$ cat src/rtl/reg_writeback_unit_if.sv
// Writeback request channel from the memory/ALU stage into reg_writeback_unit.
// The producer drives the request fields; the writeback unit returns ready.
interface reg_writeback_unit_if;
  logic        valid;
  logic        ready;
  logic [5:0]  opcode;
  logic [4:0]  rt;
  logic [4:0]  rd;
  logic        regdst;
  logic [31:0] data;

  modport master (output valid, opcode, rt, rd, regdst, data, input ready);
  modport slave  (input valid, opcode, rt, rd, regdst, data, output ready);
endinterface

$ cat src/rtl/reg_writeback_unit.sv
// Buffers writeback requests in a FIFO, merges LBU/LHU results with the old
// register value, and issues one full-width register write per request.
module reg_writeback_unit #(
  parameter int DEPTH = 4
) (
  input  logic                clk,
  input  logic                rst,
  reg_writeback_unit_if.slave wb,
  output logic [4:0]          rf_raddr,
  input  logic [31:0]         rf_rdata,
  output logic                reg_write,
  output logic [4:0]          reg_waddr,
  output logic [31:0]         reg_wdata,
  output logic [31:0]         busy_mask,
  output logic                empty
);

  localparam int AW = $clog2(DEPTH);
  localparam int CW = $clog2(DEPTH + 1);

  localparam logic [1:0] SZ_WORD = 2'd0;
  localparam logic [1:0] SZ_BYTE = 2'd1;
  localparam logic [1:0] SZ_HALF = 2'd2;

  localparam logic [1:0] ST_IDLE  = 2'd0;
  localparam logic [1:0] ST_FETCH = 2'd1;
  localparam logic [1:0] ST_WRITE = 2'd2;

  logic [1:0]  size_mem [DEPTH];
  logic [4:0]  dest_mem [DEPTH];
  logic [31:0] data_mem [DEPTH];

  logic [AW:0] wr_ptr, rd_ptr, wr_ptr_next, rd_ptr_next;
  logic        ready_q;
  logic [1:0]  state;
  logic        push, pop, fifo_empty;
  logic [1:0]  push_size;
  logic [4:0]  push_dest;
  logic [1:0]  head_size;
  logic [4:0]  head_dest;
  logic [31:0] head_data;
  logic        inc, dec;
  logic [CW-1:0] pend_cnt  [32];
  logic [CW-1:0] pend_next [32];

  function automatic logic [31:0] merge_data(input logic [1:0] sz,
                                             input logic [31:0] old,
                                             input logic [31:0] d);
    case (sz)
      SZ_BYTE: merge_data = {old[31:8], d[7:0]};
      SZ_HALF: merge_data = {old[31:16], d[15:0]};
      default: merge_data = d;
    endcase
  endfunction

  assign wb.ready   = ready_q;
  assign push       = wb.valid && ready_q;
  assign pop        = (state == ST_WRITE);
  assign fifo_empty = (wr_ptr == rd_ptr);
  assign push_dest  = wb.regdst ? wb.rd : wb.rt;

  always_comb begin
    push_size = SZ_WORD;
    case (wb.opcode)
      6'h24:   push_size = SZ_BYTE;
      6'h25:   push_size = SZ_HALF;
      default: push_size = SZ_WORD;
    endcase
  end

  assign head_size = size_mem[rd_ptr[AW-1:0]];
  assign head_dest = dest_mem[rd_ptr[AW-1:0]];
  assign head_data = data_mem[rd_ptr[AW-1:0]];

  assign wr_ptr_next = wr_ptr + {{AW{1'b0}}, push};
  assign rd_ptr_next = rd_ptr + {{AW{1'b0}}, pop};

  // Ready is precomputed from next-cycle occupancy so it never depends on this cycle's pop.
  always_ff @(posedge clk) begin
    if (rst) begin
      wr_ptr  <= '0;
      rd_ptr  <= '0;
      ready_q <= 1'b1;
    end else begin
      wr_ptr  <= wr_ptr_next;
      rd_ptr  <= rd_ptr_next;
      ready_q <= ((wr_ptr_next ^ rd_ptr_next) != {1'b1, {AW{1'b0}}});
    end
  end

  always_ff @(posedge clk) begin
    if (push && !rst) begin
      size_mem[wr_ptr[AW-1:0]] <= push_size;
      dest_mem[wr_ptr[AW-1:0]] <= push_dest;
      data_mem[wr_ptr[AW-1:0]] <= wb.data;
    end
  end

  always_ff @(posedge clk) begin
    if (rst) begin
      state     <= ST_IDLE;
      reg_write <= 1'b0;
      reg_waddr <= '0;
      reg_wdata <= '0;
    end else begin
      case (state)
        ST_IDLE: begin
          reg_write <= 1'b0;
          if (!fifo_empty) begin
            reg_waddr <= head_dest;
            if (head_size == SZ_WORD) begin
              state     <= ST_WRITE;
              reg_write <= (head_dest != 5'd0);
              reg_wdata <= head_data;
            end else begin
              state <= ST_FETCH;
            end
          end
        end
        ST_FETCH: begin
          // rf_rdata reflects every earlier queued write, since those completed in order.
          state     <= ST_WRITE;
          reg_write <= (head_dest != 5'd0);
          reg_wdata <= merge_data(head_size, rf_rdata, head_data);
        end
        ST_WRITE: begin
          state     <= ST_IDLE;
          reg_write <= 1'b0;
        end
        default: begin
          state     <= ST_IDLE;
          reg_write <= 1'b0;
        end
      endcase
    end
  end

  assign rf_raddr = head_dest;
  assign empty    = fifo_empty && (state == ST_IDLE);

  assign inc = push && (push_dest != 5'd0);
  assign dec = pop && (head_dest != 5'd0);

  // Pending counts let several queued writes to one register keep it busy.
  always_comb begin
    for (int n = 0; n < 32; n++) begin
      pend_next[n] = pend_cnt[n];
      if (inc && (push_dest == 5'(n))) pend_next[n] = pend_next[n] + CW'(1);
      if (dec && (head_dest == 5'(n))) pend_next[n] = pend_next[n] - CW'(1);
    end
  end

  always_ff @(posedge clk) begin
    for (int n = 0; n < 32; n++) begin
      pend_cnt[n] <= rst ? '0 : pend_next[n];
    end
  end

  always_comb begin
    busy_mask = '0;
    for (int n = 0; n < 32; n++) begin
      busy_mask[n] = (pend_cnt[n] != '0);
    end
  end

endmodule

$ cat src/flat_wrapper.sv
// flat-port wrapper written by rule: the top's interface ports become plain ports
module reg_writeback_unit_flat 
#(
  parameter int DEPTH = 4
)
  (clk, rst, rf_raddr, rf_rdata, reg_write, reg_waddr, reg_wdata, busy_mask, empty, wb_valid, wb_opcode, wb_rt, wb_rd, wb_regdst, wb_data, wb_ready);
  reg_writeback_unit_if wb_i ();
  input  logic clk;
  input  logic rst;
  output logic [4:0] rf_raddr;
  input  logic [31:0] rf_rdata;
  output logic reg_write;
  output logic [4:0] reg_waddr;
  output logic [31:0] reg_wdata;
  output logic [31:0] busy_mask;
  output logic empty;
  input wire logic [$bits(wb_i.valid)-1:0] wb_valid;
  input wire logic [$bits(wb_i.opcode)-1:0] wb_opcode;
  input wire logic [$bits(wb_i.rt)-1:0] wb_rt;
  input wire logic [$bits(wb_i.rd)-1:0] wb_rd;
  input wire logic [$bits(wb_i.regdst)-1:0] wb_regdst;
  input wire logic [$bits(wb_i.data)-1:0] wb_data;
  output wire logic [$bits(wb_i.ready)-1:0] wb_ready;
  assign wb_i.valid = wb_valid;
  assign wb_i.opcode = wb_opcode;
  assign wb_i.rt = wb_rt;
  assign wb_i.rd = wb_rd;
  assign wb_i.regdst = wb_regdst;
  assign wb_i.data = wb_data;
  assign wb_ready = wb_i.ready;
  reg_writeback_unit #(.DEPTH(DEPTH)) u_core (.clk(clk), .rst(rst), .wb(wb_i), .rf_raddr(rf_raddr), .rf_rdata(rf_rdata), .reg_write(reg_write), .reg_waddr(reg_waddr), .reg_wdata(reg_wdata), .busy_mask(busy_mask), .empty(empty));
endmodule
$ cat config.mk
export PLATFORM = sky130hd
export DESIGN_NAME = reg_writeback_unit_flat
export DESIGN_NICKNAME = d
export VERILOG_FILES = /design/src/rtl/reg_writeback_unit_if.sv /design/src/rtl/reg_writeback_unit.sv /design/src/flat_wrapper.sv
export SDC_FILE = /design/constraint.sdc
export NUM_CORES = 1
export LEC_CHECK = 0
export CAP_MARGIN = 20
export CORE_MARGIN = 1.5
export CORE_UTILIZATION = 52
export DETAILED_ROUTE_END_ITERATION = 6
export PLACE_DENSITY = 0.85
export REMOVE_ABC_BUFFERS = 1
export SYNTH_ARGS = -nofsm -noshare
export SYNTH_HDL_FRONTEND = slang
export SYNTH_SLANG_ARGS = --single-unit
$ cat constraint.sdc
create_clock -name clk -period 5.7 [get_ports clk]
set_input_delay 1.14 -clock clk [delete_from_list [all_inputs] [get_ports clk]]
set_output_delay 1.14 -clock clk [all_outputs]
set_load 0.02 [all_outputs]
==> flow_metrics.py, run 1 <==
metrics = {
    "grt": {
        "use_met2_pct": 38.2,
        "grt_overflow": 0,
        "antenna_found_initial": 0,
        "grt_max_degree": 67,
        "grt_pass1_wl_microns": 53700,
        "grt_pass1_vias": 10400,
        "grt_use_met3_pct": 4.77,
        "track_usage_pct": 22.3,
        "grtUsageMet1_pct": 27.6,
        "busiest_layer": "met2",
    },
    "floorplanning": {
        "die_h_microns": 174,
        "rows": 62,
        "ioPinCount": 161,
        "dieArea_sq_um": 30300,
        "core_area_sq_um": 28800,
        "start_util_pct": 53.0,
        "die-width_microns": 174,
    },
    "timing": {
        "tightest_slew_ns": 1.11,
        "final_max_slew_viol_count": 0,
        "max_freq_mhz": 243,
        "clock_skew_ns": 0.0270,
        "slew_headroom_pct": 25.8,
        "hold_violations": 0,
        "tns_ns": 0,
        "hold_ws_ns": 0.446,
        "setup_viol": 0,
        "rsz0062_at_grt": "no",
        "fin_crit_ns": 4.11,
        "period_share_pct": 72.1,
    },
    "route": {
        "routedWlPerCell_microns": 18.6,
        "drc_errors": 0,
        "dr.pass1.iters": 5,
        "via_count": 10600,
        "first_iter_violations": 879,
        "via_per_inst": 5.78,
        "wl_microns": 34100,
        "antenna_left": 0,
    },
    "synthesis": {
        "synthXorXnorAreaFrac_pct": 5.85,
        "synth-edff-count": 156,
        "synth-simple-area-share_pct": 13.9,
        "synth-seq-cells": 299,
        "yosysSeqAreaShare_pct": 49.5,
        "ys.flop_type": "edfxtp_1",
        "syn_area_sq_um": 15200,
        "async_reset_ff_share_pct": 0,
        "synth_top_family_by_area": "simple AND/OR/NAND/NOR gates",
        "synth_area_per_cell_sq_um": 11.8,
        "ys_warn_count": 0,
        "ys_types": 60,
        "syn_inst": 1287,
        "synthMuxAreaShare_pct": 8.11,
        "synth-compound-area-share_pct": 9.69,
        "yosys.area_share.adder_pct": 8.29,
    },
    "layout": {
        "diodes": 0,
        "drive_gt1_share_pct": 11.7,
        "syn_to_final_growth_pct": 19.4,
        "ff_latch_area_sq_um": 7550,
        "multi_input_area_sq_um": 7020,
        "fillers": 2094,
        "final_nets": 1605,
    },
    "placed_design": {
        "gp_congestion": 0.814,
        "dpl.hpwl_microns": 22600,
        "numPortBuffers": 152,
    },
    "clock_tree": {
        "clk_path_buf_depth": 3,
        "clk_pin_slew_ns": 0.06,
        "cts_buffers": 35,
        "clock_latency_ns": 0.52,
        "cts_tree": "yes",
        "hold_buffers": 0,
        "clockRootBuffer": "clkbuf_16",
        "cts_num_sinks": 299,
        "post-cts-setup-buffers": 0,
        "cts_resized": 0,
        "htreeDepth": 2,
    },
    "critical_path": {
        "path_class": "reg2out",
        "crit_family": "flip-flops",
        "cp.arrival_ns": 2.97,
        "crit_fanout": 41,
        "setup.worst_path.end_class": "primary output",
        "max_stage_delay_ns": 1.07,
        "worst-path-buf-inv": 1,
        "cp-start-kind": "register",
        "worst_path_max_delay_cell": "dfxtp_2",
        "worstPathRequired_ns": 4.56,
        "cp_cell_sequence": "xor2_1, or3_1, nor3_1, clkdlybuf4s50_1",
    },
    "power_and_ir_drop": {
        "powerDensity_nw_per_um2": 312,
        "ir_drop_mv": 0.293,
        "power_leakage_nw": 6.94,
    },
    "min_path": {
        "hp-class": "reg2reg",
    },
    "flow_run": {
        "drv_cap": 0,
    },
    "status": {
        "run_status": "completed",
    },
}
## registers in the layout, summed over array words and instances (netlist names), named ones only
name,flops
u_core.pend_cnt,95
u_core.data_mem,128
u_core.dest_mem,20
u_core.size_mem,8
u_core.wr_ptr,3
u_core.state,2
u_core.reg_wdata,32
u_core.wb.ready,1
u_core.reg_write,1
u_core.reg_waddr,5
u_core.rd_ptr,3
## synthesized netlist by cell type (4+ instances only)
library cell	instances	area [sq um]
nor3b_1	30	225
a22oi_1	24	180
a31o_2	30	263
o21ai_0	30	150
xnor2_1	18	158
a211oi_1	27	203
nor3b_2	4	50.1
ha_1	101	1260
edfxtp_1	156	4680
xor3_1	11	262
and2_1	20	125
nand2_1	54	203
nor4_1	5	31.3
nor2_1	93	349
nor3_1	26	130
a21oi_1	64	320
buf_6	8	90.1
and3_1	29	181
xor2_1	5	43.8
buf_1	5	18.8
dfxtp_1	143	2860
and4_1	13	114
nand2b_1	24	150
mux2i_1	31	310
and3b_1	5	43.8
o211ai_1	8	60.1
inv_1	86	323
o31a_1	4	35.0
buf_4	6	45.0
o211a_1	5	50.1
or3_1	4	25.0
and4b_1	4	40.0
or2_2	4	25.0
clkbuf_1	33	124
nand3_1	39	195
a31oi_1	22	138
xnor3_1	19	428
buf_2	21	105
nor2b_1	7	43.8
mux4_2	39	878
## power breakdown
group,internal [mW],switching [mW]
Combinational,0.436,0.540
Sequential,2.38,0.0816
Clock,1.35,0.894
## cell usage in the layout, fill, tap and decap left out, drive strengths merged, types with 20 or more instances in the layout
cell	synthesis	layout
a31o	30	30
a31oi	22	22
clkbuf	33	47
ha	101	101
nor3b	34	34
inv	87	88
edfxtp	156	156
a22oi	24	24
and3	29	29
a21oi	64	64
a211oi	28	28
o21ai	31	31
nand2b	24	24
mux4	39	39
nand2	54	54
nand3	39	39
nor3	28	28
and2	20	20
clkdlybuf4s50	0	151
dfxtp	143	143
nor2	94	94
mux2i	32	32
## routing by layer
metal  share of wire [%]  up-vias  routed length (microns)
li1                    -     5008                        -
met1                  41     5177                    14000
met2                  49      332                    16700
met3                 6.8       75                     2310
met4                 3.3        0                     1120
met5                   0        -                        0
## layout make-up
class | count | share of cell area (%)
sequential | 299 | 41.5
multi-input combinational | 828 | 38.5
timing repair buffer | 169 | 9.11
clock buffer | 47 | 5.33
tap | 384 | 2.64
inverter | 87 | 1.79
clock inverter | 17 | 1.11
## metrics by stage
step	cell area (sq um)	instances	util, %	setup slack [ns]	total power, mW
after floorplan	14900	1214	-	-0.212	3.06
after global placement	17000	1766	59.1	1.63	3.44
after detailed placement	17000	1766	59.1	1.57	3.47
after CTS	18200	1830	63.2	1.53	5.72
after global routing	18200	1831	63.3	1.43	5.88
final	18200	1831	63.3	1.59	5.68
## worst reg2reg max path, stage by stage (launching register included)
cell and delay, ns:
dfxtp_2 1.07, mux4_2 0.41, inv_1 0.07, ha_1 0.28, nand3b_1 0.69, nor2_1 0.83
a22oi_1 0.21, a211oi_1 0.29
## final timing paths
check / from / end / slack, ns / cells after the start
worst min-delay path: register / register / 0.45 / 2
worst max register to register: u_core.rd_ptr[1] / u_core.reg_wdata[14] / 1.77 / 7
worst max-delay path: u_core.rd_ptr[1] / empty / 1.59 / 4
worst min register to register: register / register / 0.45 / 2
## cells by family after synthesis
logic type,Yosys count
buffers and inverters,160
and+or+nand+nor,376
adders and majority gates,101
xor gates and xnor gates,53
AOI/OAI and AO/OA,224
muxes,74
DFF,299
(Power assumes the default switching activity.)
==> inputs of run 2 (changes only) <==
Settings changed: CORE_UTILIZATION 52 to 57, PLACE_DENSITY 0.85 to 0.88.
Clock period 5.7 ns to 4.1 ns, I/O delays scaled along.
==> run 2 against run 1 <==
Effect of this change:
- the run now ends with design-rule violations left
- via count is 4.9% higher
- sequential power rose by 39%
- critical path depth is 6 higher
- global-route usage is 4.1 points higher
- largest cell class unchanged
- non-clock buffer count up 20
- design area rose by 0.43%
- count of clock-buffer cells in the layout grew 1
- highest routed layer is now met5
- register-to-register slack got worse by 0.73 ns
- wire length increased by 6.9%
==> flow_metrics.py, run 2 (same netlist as run 1, synthesis figures left out) <==
metrics = {
    "timing": {
        "max_freq_mhz": 288,
        "tns_ns": 0,
        "final_max_slew_viol_count": 0,
        "tightest_slew_ns": 0.872,
        "setup_viol": 0,
        "slew_headroom_pct": 41.8,
        "hold_violations": 0,
        "rsz0062_at_grt": "no",
        "fin_crit_ns": 3.47,
        "period_share_pct": 84.5,
        "clock_skew_ns": 0.0181,
    },
    "grt": {
        "grt_overflow": 0,
        "grt_max_degree": 75,
        "grt_pass1_vias": 11400,
        "grt_pass1_wl_microns": 58100,
        "antenna_found_initial": 4,
        "track_usage_pct": 26.4,
    },
    "route": {
        "routedWlPerCell_microns": 20.2,
        "top_layer": "met5",
        "wl_met3_microns": 2880,
        "antenna_left": 0,
        "wl_microns": 36400,
        "first_iter_violations": 845,
        "via_per_inst": 6.16,
        "drc_errors": 3,
        "wl_met1_microns": 14000,
        "route.met2.wl_microns": 17900,
        "dr.pass1.iters": 7,
        "via_count": 11100,
    },
    "critical_path": {
        "crit_fanout": 12,
        "reg2reg_to": "u_core.reg_wdata[9]",
        "cp_cell_sequence": "clkdlybuf4s50_1, buf_4, nor3_1, o211ai_1, nor2_1, mux2i_1, ha_1, nand3_1, xor3_1, nor2_1",
        "setup.worst_path.end_class": "register",
        "max_stage_delay_ns": 0.64,
        "cp.arrival_ns": 3.92,
        "path_class": "in2reg",
        "critPathCapture": "u_core.pend_cnt[1][14]",
        "critPathLaunch": "wb_regdst",
        "critPathMostFrequentCell": "nor2_1",
        "worstPathRequired_ns": 4.55,
        "regToRegStartpoint": "u_core.rd_ptr[0]",
        "worstRegToRegCells": 8,
        "worst_path_max_delay_cell": "clkdlybuf4s50_1",
        "cp-start-kind": "primary input",
        "rrSetupSlack_ns": 1.04,
    },
    "floorplanning": {
        "start_util_pct": 58.3,
        "die-width_microns": 167,
        "ioPinCount": 161,
        "dieArea_sq_um": 27700,
        "core_area_sq_um": 26100,
        "rows": 59,
        "die_h_microns": 167,
    },
    "layout": {
        "fin_util_pct": 70.0,
        "drive_gt1_share_pct": 12.7,
        "largest_reg_flops": 128,
        "final_common_cell": "edfxtp_1",
        "final_nets": 1624,
        "syn_to_final_growth_pct": 20.0,
        "layout_common_cells": "156 x edfxtp_1, 151 x clkdlybuf4s50_1, 141 x dfxtp_1",
        "fin_cells": 1803,
    },
    "placed_design": {
        "gp_congestion": 0.780,
        "numPortBuffers": 152,
        "dp.cells": 1738,
        "dpl.hpwl_microns": 24100,
    },
    "clock_tree": {
        "clk_pin_slew_ns": 0.06,
        "clock_latency_ns": 0.52,
        "cts_tree": "yes",
        "hold_buffers": 0,
        "post-cts-setup-buffers": 0,
        "clk_path_buf_depth": 3,
        "cts_resized": 0,
        "cts_buffers": 34,
        "htreeDepth": 2,
        "cts_num_sinks": 299,
        "clockRootBuffer": "clkbuf_16",
    },
    "status": {
        "run_status": "finished, violations left",
        "violations": "design-rule violations",
    },
    "min_path": {
        "hp-class": "reg2reg",
    },
    "power_and_ir_drop": {
        "power_leakage_nw": 7.03,
        "ir_drop_mv": 0.517,
        "powerDensity_nw_per_um2": 433,
    },
    "flow_run": {
        "drv_cap": 0,
    },
}
[run 2: cell type report]
type | instances | area [sq um]
well taps | 335 | 419
clock inverters | 14 | 190
multi-input cells | 828 | 7020
flip-flops and latches | 299 | 7550
inverters | 87 | 327
repair buffers | 189 | 1820
clock buffers | 48 | 953
fillers | 1716 | 7850
diodes | 3 | 7.51
[run 2: worst min-delay path by stage]
| stage | endpoint | startpoint | slack (ns) | cells after the start |
|---|---|---|---|---|
| 2_1_floorplan | register | register | 0.42 | 2 |
| 3_3_place_gp | register | register | 0.43 | 2 |
| 3_5_place_dp | register | register | 0.44 | 2 |
| 4_1_cts | register | register | 0.45 | 2 |
| 5_1_grt | u_core.pend_cnt[0][2] | u_core.pend_cnt[0][2] | 0.49 | 1 |
| 6_report | register | register | 0.44 | 2 |
[run 2: per-layer routing]
layer,GRT usage (%),vias up
met2,45.2,461
met3,5.77,119
met1,31.3,5484
met4,13.8,2
li1,-,5049
met5,0,-
[run 2: stage by stage]
step | hold slack, ns | cell area (sq um) | power, mW | setup WS, ns
5_1_grt | 0.485 | 18300 | 8.19 | 0.413
3_5_place_dp | 0.438 | 17100 | 4.87 | 0.153
6_report | 0.440 | 18300 | 7.93 | 0.634
2_1_floorplan | 0.416 | 14900 | 4.25 | -1.51
4_1_cts | 0.446 | 18300 | 7.95 | 0.662
3_3_place_gp | 0.426 | 17100 | 4.80 | 0.348
[run 2: critical path, delay by kind of cell]
kind | cells | cell delay (ns)
compound gates | 1 | 0.36
xor+xnor | 1 | 0.39
fa+ha+maj | 1 | 0.19
buf+inv | 2 | 0.93
mux | 1 | 0.28
simple gates | 4 | 0.94
[run 2: power breakdown]
part           internal (mW)  switching [mW]  total (mW)
clock                   1.84            1.25        3.08
sequential              3.31           0.102        3.41
combinational          0.632           0.798        1.43
==> inputs of run 3 (changes only) <==
Clock period 4.1 ns to 3.5 ns, I/O delays scaled along.
==> run 3 against run 2 <==
Effect of this change:
- the run still ends with design-rule violations left
- global-route usage decreased by 0.60 points
- core utilization is 0.20 points higher
- die area unchanged
- critical path depth fell by 6
- sequential share of layout area is 0.10 points lower
- wire length decreased by 1.7%
==> flow_metrics.py, run 3 (same netlist as run 1, synthesis figures left out) <==
metrics = {
    "status": {
        "violations": "design-rule violations",
        "run_status": "finished, violations left",
    },
    "critical_path": {
        "worst_path_max_delay_cell": "clkdlybuf4s50_1",
        "critPathCapture": "empty",
        "cp.arrival_ns": 2.64,
        "reg2reg_to": "u_core.reg_wdata[14]",
        "cp-start-kind": "register",
        "cp_cell_sequence": "xor2_1, or3_1, nor3_1, clkdlybuf4s50_1",
        "max_stage_delay_ns": 0.70,
        "worstPathRequired_ns": 2.80,
        "worst-path-buf-inv": 1,
        "regToRegStartpoint": "u_core.rd_ptr[0]",
        "path_class": "reg2out",
        "critPathLaunch": "u_core.rd_ptr[1]",
        "rrSetupSlack_ns": 0.70,
        "crit_fanout": 17,
        "crit_family": "buffers and inverters",
        "setup.worst_path.end_class": "primary output",
        "critical_path_depth": 4,
        "worstRegToRegCells": 8,
    },
    "clock_tree": {
        "cts_num_sinks": 299,
        "clockRootBuffer": "clkbuf_16",
        "clk_path_buf_depth": 3,
        "cts_tree": "yes",
        "htreeDepth": 1,
        "cts_buffers": 31,
        "hold_buffers": 0,
        "clock_latency_ns": 0.57,
        "clk_pin_slew_ns": 0.06,
    },
    "layout": {
        "final_common_cell": "edfxtp_1",
        "drive_gt1_share_pct": 13.7,
        "largest_reg_flops": 128,
        "fin_cells": 1814,
        "syn_to_final_growth_pct": 20.3,
        "final_nets": 1638,
        "layout_common_cells": "156 x edfxtp_1, 151 x clkdlybuf4s50_1, 141 x dfxtp_1",
        "fin_area_sq_um": 18300,
    },
    "route": {
        "antenna_left": 0,
        "routedWlPerCell_microns": 19.7,
        "first_iter_violations": 780,
        "drc_errors": 4,
        "via_per_inst": 5.99,
        "dr.pass1.iters": 7,
        "via_count": 10900,
        "wl_microns": 35800,
    },
    "floorplanning": {
        "ioPinCount": 161,
        "start_util_pct": 58.3,
        "core_area_sq_um": 26100,
        "die-width_microns": 167,
        "rows": 59,
        "dieArea_sq_um": 27700,
        "die_h_microns": 167,
    },
    "power_and_ir_drop": {
        "power_leakage_nw": 7.08,
        "ir_drop_mv": 0.447,
        "powerDensity_nw_per_um2": 493,
    },
    "placed_design": {
        "dp.cells": 1755,
        "dpl_cell_area_sq_um": 17300,
        "numPortBuffers": 152,
        "gp_congestion": 0.825,
        "dpl.hpwl_microns": 23600,
        "post-place-ws_ns": 0.0148,
    },
    "grt": {
        "grt_overflow": 0,
        "grt_pass1_wl_microns": 56900,
        "grt_max_degree": 100,
        "track_usage_pct": 25.8,
        "grt_pass1_vias": 11100,
        "antenna_found_initial": 1,
    },
    "timing": {
        "final_max_slew_viol_count": 0,
        "max_freq_mhz": 300,
        "period_share_pct": 95.3,
        "tightest_slew_ns": 1.00,
        "hold_ws_ns": 0.450,
        "rsz0062_at_grt": "no",
        "tns_ns": 0,
        "hold_violations": 0,
        "fin_crit_ns": 3.34,
        "setup_viol": 0,
        "clock_skew_ns": 0.00716,
        "slew_headroom_pct": 33.2,
        "setup_slack_ns": 0.163,
    },
    "min_path": {
        "hp-class": "reg2reg",
    },
    "flow_run": {
        "drv_cap": 0,
    },
}
[run 3: cell types whose count changed in the layout (fill, tap and decap cells not counted), moves of 2 or more]
cell,before,now
diode_2,3,1
clkinv_2,2,8
inv_6,2,0
buf_4,36,51
clkbuf_1,9,5
buf_12,2,4
clkbuf_8,5,3
clkbuf_16,34,31
[run 3: area by class of cell]
class                      count  area (sq um)
fill                        1705          7800
sequential                   299          7550
multi-input combinational    828          7020
timing repair buffer         206          1970
clock buffer                  39           836
tap                          335           419
inverter                      87           327
clock inverter                19           210
antenna                        1          2.50
[run 3: report_power, final]
group          internal, mW  switching (mW)
clock                  1.99            1.39
combinational         0.748           0.921
sequential             3.88           0.122
total                  6.61            2.43
[run 3: layer usage]
layer | up-vias | global-route usage (%) | wire, microns
met5 | - | 0 | 0
met4 | 0 | 11.0 | 1290
met3 | 95 | 4.97 | 2730
met2 | 424 | 45.4 | 17700
met1 | 5272 | 31.0 | 14100
li1 | 5074 | - | -
[run 3: through the flow]
step           power [mW]  utilization [%]
2_1_floorplan        4.98                -
5_1_grt              9.34             70.2
6_report             9.04             70.2
4_1_cts              9.09             70.1
3_3_place_gp         5.64             66.1
3_5_place_dp         5.71             66.1
[run 3: worst register-to-register path, cell delays in order, from the launching register on]
cell and delay (ns):
dfxtp_4 0.54, mux4_2 0.58, inv_1 0.10, ha_1 0.13, nand3b_1 0.13, buf_4 0.24, nor2_1 0.52, a22oi_1 0.19
a211oi_1 0.28
[run 3: repair_timing]
item	in CTS	in global routing
setup endpoints to repair	0	1
gates resized for setup	0	1
setup buffers	0	0
[run 3: worst min path at each step]
stage          endpoint  slack, ns  startpoint  cells past startpoint
6_report       register       0.45    register                      2
5_1_grt        register       0.47    register                      2
3_5_place_dp   register       0.44    register                      2
2_1_floorplan  register       0.42    register                      2
3_3_place_gp   register       0.43    register                      2
4_1_cts        register       0.45    register                      2
